===== src/rtl/multi_project_pkg.sv =====
// Shared types and constants for the multi-project pad multiplexer.
package multi_project_pkg;

   typedef enum logic [1:0] {
      ST_OFF    = 2'd0,
      ST_RUN    = 2'd1,
      ST_SWITCH = 2'd2
   } mux_state_e;

   localparam int RESET_CYCLES_MIN = 1;

endpackage


===== src/rtl/gpio_in_sync.sv =====
// Two-flop synchroniser for the pad input bank, cleared on reset.
module gpio_in_sync #(
   parameter int WIDTH = 10
) (
   input  logic             clk,
   input  logic             rst_n,
   input  logic [WIDTH-1:0] d_i,
   output logic [WIDTH-1:0] q_o
);

   logic [WIDTH-1:0] meta_q;
   logic [WIDTH-1:0] sync_q;

   always_ff @(posedge clk or negedge rst_n) begin
      if (!rst_n) begin
         meta_q <= '0;
         sync_q <= '0;
      end else begin
         meta_q <= d_i;
         sync_q <= meta_q;
      end
   end

   assign q_o = sync_q;

endmodule


===== src/rtl/multi_project_mux.sv =====
// Selects one of NUM_PROJECTS designs onto a shared pad bank via a sequenced reset FSM.
// Optional input synchroniser enabled by defining MPH_SYNC_IN_EN.
module multi_project_mux
   import multi_project_pkg::*;
#(
   parameter int NUM_PROJECTS = 4,
   parameter int GPIO_WIDTH   = 10,
   parameter int RESET_CYCLES = 8,
   parameter int ID_W         = $clog2(NUM_PROJECTS + 1)
) (
   input  logic                             clk,
   input  logic                             reset,
   input  logic                             sel_valid,
   output logic                             sel_ready,
   input  logic [ID_W-1:0]                  sel_id,
   output logic [ID_W-1:0]                  active_id,
   output logic                             switching,
   input  logic [GPIO_WIDTH-1:0]            gpio_in,
   output logic [GPIO_WIDTH-1:0]            gpio_out,
   output logic [GPIO_WIDTH-1:0]            gpio_oe,
   output logic [NUM_PROJECTS-1:0]          proj_reset_n,
   output logic [NUM_PROJECTS*GPIO_WIDTH-1:0] proj_gpio_in,
   input  logic [NUM_PROJECTS*GPIO_WIDTH-1:0] proj_gpio_out
);

   localparam int CNT_W = (RESET_CYCLES > 1) ? $clog2(RESET_CYCLES) : 1;
   localparam logic [ID_W-1:0] ID_NONE = ID_W'(NUM_PROJECTS);

   mux_state_e              state_q;
   logic [CNT_W-1:0]        cnt_q;
   logic [ID_W-1:0]         id_q;
   logic [ID_W-1:0]         id_d;
   logic [ID_W-1:0]         active_id_q;
   logic [NUM_PROJECTS-1:0] proj_reset_n_q;
   logic [GPIO_WIDTH-1:0]   gpio_oe_q;
   logic                    switching_q;
   logic                    sel_ready_q;
   logic [GPIO_WIDTH-1:0]   gpio_in_s;

   // Out-of-range requests collapse onto the single "none" encoding.
   assign id_d = (sel_id >= ID_NONE) ? ID_NONE : sel_id;

   always_ff @(posedge clk or negedge reset) begin
      if (!reset) begin
         state_q        <= ST_OFF;
         cnt_q          <= '0;
         id_q           <= ID_NONE;
         active_id_q    <= ID_NONE;
         proj_reset_n_q <= '0;
         gpio_oe_q      <= '0;
         switching_q    <= 1'b0;
         sel_ready_q    <= 1'b1;
      end else begin
         case (state_q)
            ST_OFF, ST_RUN: begin
               if (sel_valid && sel_ready_q) begin
                  state_q        <= ST_SWITCH;
                  cnt_q          <= CNT_W'(RESET_CYCLES - 1);
                  id_q           <= id_d;
                  active_id_q    <= ID_NONE;
                  proj_reset_n_q <= '0;
                  gpio_oe_q      <= '0;
                  switching_q    <= 1'b1;
                  sel_ready_q    <= 1'b0;
               end
            end
            ST_SWITCH: begin
               if (cnt_q == '0) begin
                  switching_q <= 1'b0;
                  sel_ready_q <= 1'b1;
                  if (id_q < ID_NONE) begin
                     state_q        <= ST_RUN;
                     active_id_q    <= id_q;
                     proj_reset_n_q <= NUM_PROJECTS'(1) << id_q;
                     gpio_oe_q      <= '1;
                  end else begin
                     state_q <= ST_OFF;
                  end
               end else begin
                  cnt_q <= cnt_q - 1'b1;
               end
            end
            default: begin
               state_q        <= ST_OFF;
               active_id_q    <= ID_NONE;
               proj_reset_n_q <= '0;
               gpio_oe_q      <= '0;
               switching_q    <= 1'b0;
               sel_ready_q    <= 1'b1;
            end
         endcase
      end
   end

`ifdef MPH_SYNC_IN_EN
   gpio_in_sync #(
      .WIDTH (GPIO_WIDTH)
   ) u_gpio_in_sync (
      .clk   (clk),
      .rst_n (reset),
      .d_i   (gpio_in),
      .q_o   (gpio_in_s)
   );
`else
   assign gpio_in_s = gpio_in;
`endif

   // active_id_q holds ID_NONE outside RUN, so no separate state qualifier is needed.
   always_comb begin
      gpio_out = '0;
      for (int k = 0; k < NUM_PROJECTS; k++) begin
         if (active_id_q == ID_W'(k)) begin
            gpio_out = proj_gpio_out[k*GPIO_WIDTH +: GPIO_WIDTH];
         end
      end
   end

   generate
      for (genvar gi = 0; gi < NUM_PROJECTS; gi++) begin : g_proj_in
         assign proj_gpio_in[gi*GPIO_WIDTH +: GPIO_WIDTH] =
            (active_id_q == ID_W'(gi)) ? gpio_in_s : '0;
      end
   endgenerate

   assign sel_ready    = sel_ready_q;
   assign switching    = switching_q;
   assign active_id    = active_id_q;
   assign proj_reset_n = proj_reset_n_q;
   assign gpio_oe      = gpio_oe_q;

endmodule

===== config.mk =====
export PLATFORM = sky130hd
export DESIGN_NAME = multi_project_mux
export DESIGN_NICKNAME = d
export VERILOG_FILES = /design/src/rtl/multi_project_pkg.sv /design/src/rtl/gpio_in_sync.sv /design/src/rtl/multi_project_mux.sv
export SDC_FILE = /design/constraint.sdc
export NUM_CORES = 1
export LEC_CHECK = 0
export CAP_MARGIN = 20
export CORE_UTILIZATION = 35
export CTS_CLUSTER_DIAMETER = 100
export CTS_CLUSTER_SIZE = 30
export DETAILED_ROUTE_END_ITERATION = 12
export PLACE_DENSITY_LB_ADDON = 0.05
export SYNTH_ARGS = -nofsm -noshare
export SYNTH_HDL_FRONTEND = slang
export SYNTH_SLANG_ARGS = --single-unit
export TNS_END_PERCENT = 30

===== constraint.sdc =====
create_clock -name clk -period 2.2 [get_ports clk]
set_input_delay 0.33 -clock clk [delete_from_list [all_inputs] [get_ports clk]]
set_output_delay 0.33 -clock clk [all_outputs]
set_load 0.005 [all_outputs]

# After elaboration in Yosys (flattened, before gate mapping)
# Index checks and enable logic that the tools add are counted.
dict set report word_totals {
  elab_cells 65
  ff_bits 27
  input_bits 56
}
dict set report op_classes {
  reduce_logical 10
  n_mux 34
  shifts 1
  eq_ne 9
  n_lt_le_gt_ge 2
  addsub 1
}
# cell n
set op_table {}
lappend op_table {{$mux 10} 11}
lappend op_table {{$pmux 10 s2} 1}
lappend op_table {{$mux 3} 6}
lappend op_table {{$mux 4} 3}
lappend op_table {{$pmux 3 s2} 2}
lappend op_table {{$ne 2x2->1 const B} 4}
lappend op_table {{$pmux 4 s2} 1}
lappend op_table {{$eq 3x2->1 const B} 2}
lappend op_table {{$logic_not 3->1} 2}
lappend op_table {{$reduce_and 3->1} 2}
lappend op_table {{$mux 1} 5}
lappend op_table {{$mux 2} 2}
lappend op_table {{$pmux 1 s2} 2}
lappend op_table {{$pmux 2 s2} 1}
lappend op_table {{$reduce_and 2->1} 2}
lappend op_table {{$shl 1x3->4 const A} 1}
lappend op_table {{$eq 3x1->1 const B} 1}
lappend op_table {{$ge 3x3->1 const B} 1}
lappend op_table {{$lt 3x3->1 const B} 1}
lappend op_table {{$sub 3x1->3 const B} 1}
lappend op_table {{$eq 2x1->1 const B} 1}
lappend op_table {{$eq 2x2->1 const B} 1}
lappend op_table {{$logic_not 2->1} 1}
lappend op_table {{$reduce_bool 2->1} 1}
lappend op_table {{2 further kinds} 2}

# Logic depth before layout (Yosys ltp)
dict set report logic_depth {
  depth_word 5
  depth_mapped 5
  depth_no_buf 5
}

# Least setup slack after synthesis
# Ideal clock, no wire load.
dict set report synth_timing {
  path_type {reg2out}
  from {register active_id_q[0] (netlist: active_id[0])}
  to {output port gpio_out[3]}
  n_path_buf 2
  arrival_ps 1270
  setup_slack_ps 600
  t_required_ps 1870
  path_stages_with_launch 5
  cell_sequence {dfrtp_1 -> buf_6 -> buf_6 -> mux4_2 -> nor2b_1}
}
dict set report synth_via {
  elab_chain_len 5
  word_cells_on_any_way 8
  cone_classes {eq/ne (3); mux (4); reduce/logical (1)}
}
# item line_no
set synth_lines {}
lappend synth_lines {{start: declaration} multi_project_mux.sv:33} ;# logic [ID_W-1:0] active_id_q;
lappend synth_lines {{start signal: assignment} multi_project_mux.sv:73} ;# active_id_q <= id_q;
lappend synth_lines {{$logic_not 3->1} multi_project_mux.sv:112} ;# if (active_id_q == ID_W'(k)) begin
lappend synth_lines {{$mux 10 (3 in a row)} multi_project_mux.sv:112}
lappend synth_lines {{$mux 10 *} multi_project_mux.sv:112}
lappend synth_lines {{end: declaration} multi_project_mux.sv:19} ;# output logic [GPIO_WIDTH-1:0] gpio_out,
# Every way passes the cells marked *; elsewhere a longest branch is shown, timed or not.

# Worst setup path in the final report
dict set report layout_timing {
  from {register active_id_q[0] (netlist: active_id[0])}
  to {output port proj_gpio_in[22]}
}
dict set report layout_via {
  elab_chain_len 2
}
# item line_no
set layout_lines {}
lappend layout_lines {{$eq 3x2->1} multi_project_mux.sv:121} ;# (active_id_q == ID_W'(gi)) ? gpio_in_s : '0;
lappend layout_lines {{$mux 10} multi_project_mux.sv:121}
lappend layout_lines {{end: declaration} multi_project_mux.sv:22} ;# output logic [NUM_PROJECTS*GPIO_WIDTH-1:0] proj_gpio_in,
# No other way between the ends.

==> impl_metrics.csv <==
group,metric,value,unit
sta,relSlewSlack,0.693,
routing,wl,4990,um
layout,layout-drive-gt1-share,0.120,
worst_setup_path,setup.worst_path.class,"reg2out",
layout,final_cell_mix,"99 x clkdlybuf4s50_1, 40 x and2_1, 15 x dfrtp_1, 15 x dlymetal6s2s_1, 11 x nor2b_1",
global_route,track_usage,0.209,
cts,cts-hold-fix-buffers,0,
worst_setup_path,rr_worst_depth,5,
synth,synth_flop_cell,"dfrtp_1",
synth,yosys_register_bits,18,
run_status,status,"completed",
placed_design,place_congestion,0.783,
power_and_ir_drop,p_switching,0.640,mW
flow_run,maxCapViolations,0,
cts,cts_buffers,3,
power_and_ir_drop,p_int,1.22,mW
global_route,grt_pass1_wl,7010,um
sta,rsz0062_at_grt,"true",
die,dieArea,4550,um2
power_and_ir_drop,p_per_area,655,nW/um2
synth,synth_edf_count,0,
worst_setup_path,reg2reg_slack,0.64,ns
sta,max_clock_freq,475,MHz
power_and_ir_drop,combPwrFrac,0.532,
synth,ys.warnings.count,0,
placed_design,portBuffers,124,
routing,vias,1563,
routing,drt-initial-drc-count,52,
cts,postCtsSetupBuffers,0,
die,io_pins,125,
sta,setup_slack,0.0936,ns
global_route,grt_pass1_vias,1366,
sta,fin_crit_sh,0.957,
layout,area_growth,89.0,%
global_route,use_met3,0.0422,
power_and_ir_drop,swShare,0.344,
synth,yosysSeqAreaShare,0.303,
sta,worst_pin_slew,0.458,ns
worst_setup_path,critical_path_arrival,1.78,ns
hold_path,min_path_type,"in2async",
routing,first_pass_iters,4,
worst_setup_path,crit_path_start_kind,"register",
routing,wl_per_cell,15.7,um
placed_design,dp_hpwl,4060,um
global_route,grt_overflow_total,0,
layout,layout_commonest_cell,"clkdlybuf4s50_1",
cts,clock_sinks,18,
routing,viasPerCell,4.93,
worst_setup_path,crit_required,1.87,ns
sta,hold_viol_final,0,
die,die_h,67.5,um
die,coreArea,4060,um2
synth,syn_area_per_cell,10.1,um2
global_route,globalRouteMet2Util,0.363,
global_route,grtUsageMet1,0.259,
worst_setup_path,cp_max_fo,10,
die,row_count,23,
synth,syn_nets,206,
die,die_x,67.5,um
power_and_ir_drop,seq_power_share,0.320,
placed_design,place_ws,0.0641,ns
global_route,top_usage_layer,"met2",
layout,final_nets,326,
global_route,grt_max_degree,19,
routing,ant_nets,0,
synth,async_reset_ff_frac,1.00,
synth,synth_cell_type_count,34,
sta,fin_crit,2.11,ns
worst_setup_path,critPathCaptureType,"output pin",
power_and_ir_drop,p_leak,1.41,nW
global_route,antenna_found_initial,0,
power_and_ir_drop,power.share.clock,0.148,
synth,netlist_area,1500,um2
cts,root_buffer,"clkbuf_8",
layout,diodes,0,
cts,htreeDepth,1,
cts,clk-insertion-delay-late,0.26,ns
sta,clock_skew,0.00529,ns
cts,cts_tree,"yes",
cts,clk_path_buf_depth,2,
sta,final-setup-viol-count,0,
routing,drt_drc_violations_left,0,
sta,slew_violations,0,
synth,syn_inst,148,
sta,hold_ws,0.393,ns
die,start_util,0.370,
cts,cts.clk_slew.worst_paths,0.07,ns
power_and_ir_drop,vdd_drop_max,0.000598,V
==> synthesized netlist by cell type, drive strengths merged, types with 3 or more instances <==
cell / count / share of area
nand3b: 3 / 0.015
buf: 14 / 0.074
and3b: 3 / 0.018
nor3b: 3 / 0.025
dfrtp: 15 / 0.25
and2: 40 / 0.17
nor2b: 12 / 0.052
o21ai: 4 / 0.013
inv: 4 / 0.010
mux4: 10 / 0.15
clkbuf: 3 / 0.0075
a32o: 3 / 0.020
dfstp: 3 / 0.053
nand2: 8 / 0.020
==> routing by layer <==
| layer | wire length, um | up-vias |
|---|---|---|
| met5 | 0 | - |
| met4 | 80 | 0 |
| met3 | 450 | 15 |
| met2 | 2500 | 72 |
| met1 | 1960 | 720 |
| li1 | - | 756 |
==> cell type report <==
| cell class | instances | area [um2] |
|---|---|---|
| flip-flops and latches | 18 | 454 |
| repair buffers | 132 | 1340 |
| well taps | 50 | 62.6 |
| multi-input cells | 109 | 910 |
| fillers | 336 | 1220 |
| clock buffers | 4 | 55.1 |
| inverters | 4 | 15.0 |
==> through the flow <==
| step | instance area [um2] | util | total power, mW | setup TNS [ns] | instances |
|---|---|---|---|---|---|
| after floorplan | 1500 | - | 1.16 | 0 | 148 |
| after global placement | 2750 | 0.679 | 1.60 | 0 | 313 |
| after detailed placement | 2750 | 0.679 | 1.62 | 0 | 313 |
| after CTS | 2800 | 0.689 | 1.87 | 0 | 317 |
| after global routing | 2840 | 0.699 | 1.98 | -0.0210 | 317 |
| final | 2840 | 0.699 | 1.86 | 0 | 317 |
==> power groups by stage <==
stage	Clock, mW	Combinational (mW)	Sequential, mW
3_3_place_gp	0	1.01	0.595
2_1_floorplan	0	0.599	0.561
6_report	0.275	0.988	0.595
5_1_grt	0.290	1.08	0.612
3_5_place_dp	0	1.03	0.596
4_1_cts	0.275	1.01	0.593
==> worst max-delay path, cell delays in order (launching register included) <==
cell and delay [ns]:
dfrtp_1 0.41, buf_4 0.16, nor3b_2 0.16, buf_4 0.17, and2_1 0.13, clkdlybuf4s50_1 0.49
==> path summary, 6_finish.rpt <==
kind                                                from                  endpoint
worst max-delay path            active_id[0]$_DFFE_PN0P_          proj_gpio_in[22]
worst min-delay path                               reset       id_q[0]$_DFFE_PN0P_
worst max register to register      cnt_q[0]$_DFFE_PN0P_  active_id[0]$_DFFE_PN0P_
worst min register to register     switching$_DFFE_PN0P_     switching$_DFFE_PN0P_
max in group asynchronous                          reset     sel_ready$_DFFE_PN1P_
min in group clk                   switching$_DFFE_PN0P_     switching$_DFFE_PN0P_
==> flip-flops by register name (all words and copies together), names as in the netlist <==
| signal | cells |
|---|---|
| active_id | 3 |
| id_q | 3 |
| proj_reset_n | 4 |
| gpio_oe | 1 |
| state_q | 2 |
| sel_ready | 1 |
| switching | 1 |
| cnt_q | 3 |
==> logic make-up after synthesis <==
| logic type | Yosys count | share of synthesized area |
|---|---|---|
| buffers and inverters | 21 | 0.0917 |
| adders and majority gates | 2 | 0.0167 |
| AOI/OAI and AO/OA | 23 | 0.122 |
| DFF | 18 | 0.303 |
| muxes | 10 | 0.150 |
| and+or+nand+nor | 74 | 0.317 |
==> timing repair <==
item / in CTS / in global routing
gates cloned: 0 / 0
resized for setup: 10 / 16
endpoints found under the setup margin: 10 / 26
hold endpoints to repair: 0 / 0
No activity file was read; power rests on OpenSTA's default activity.
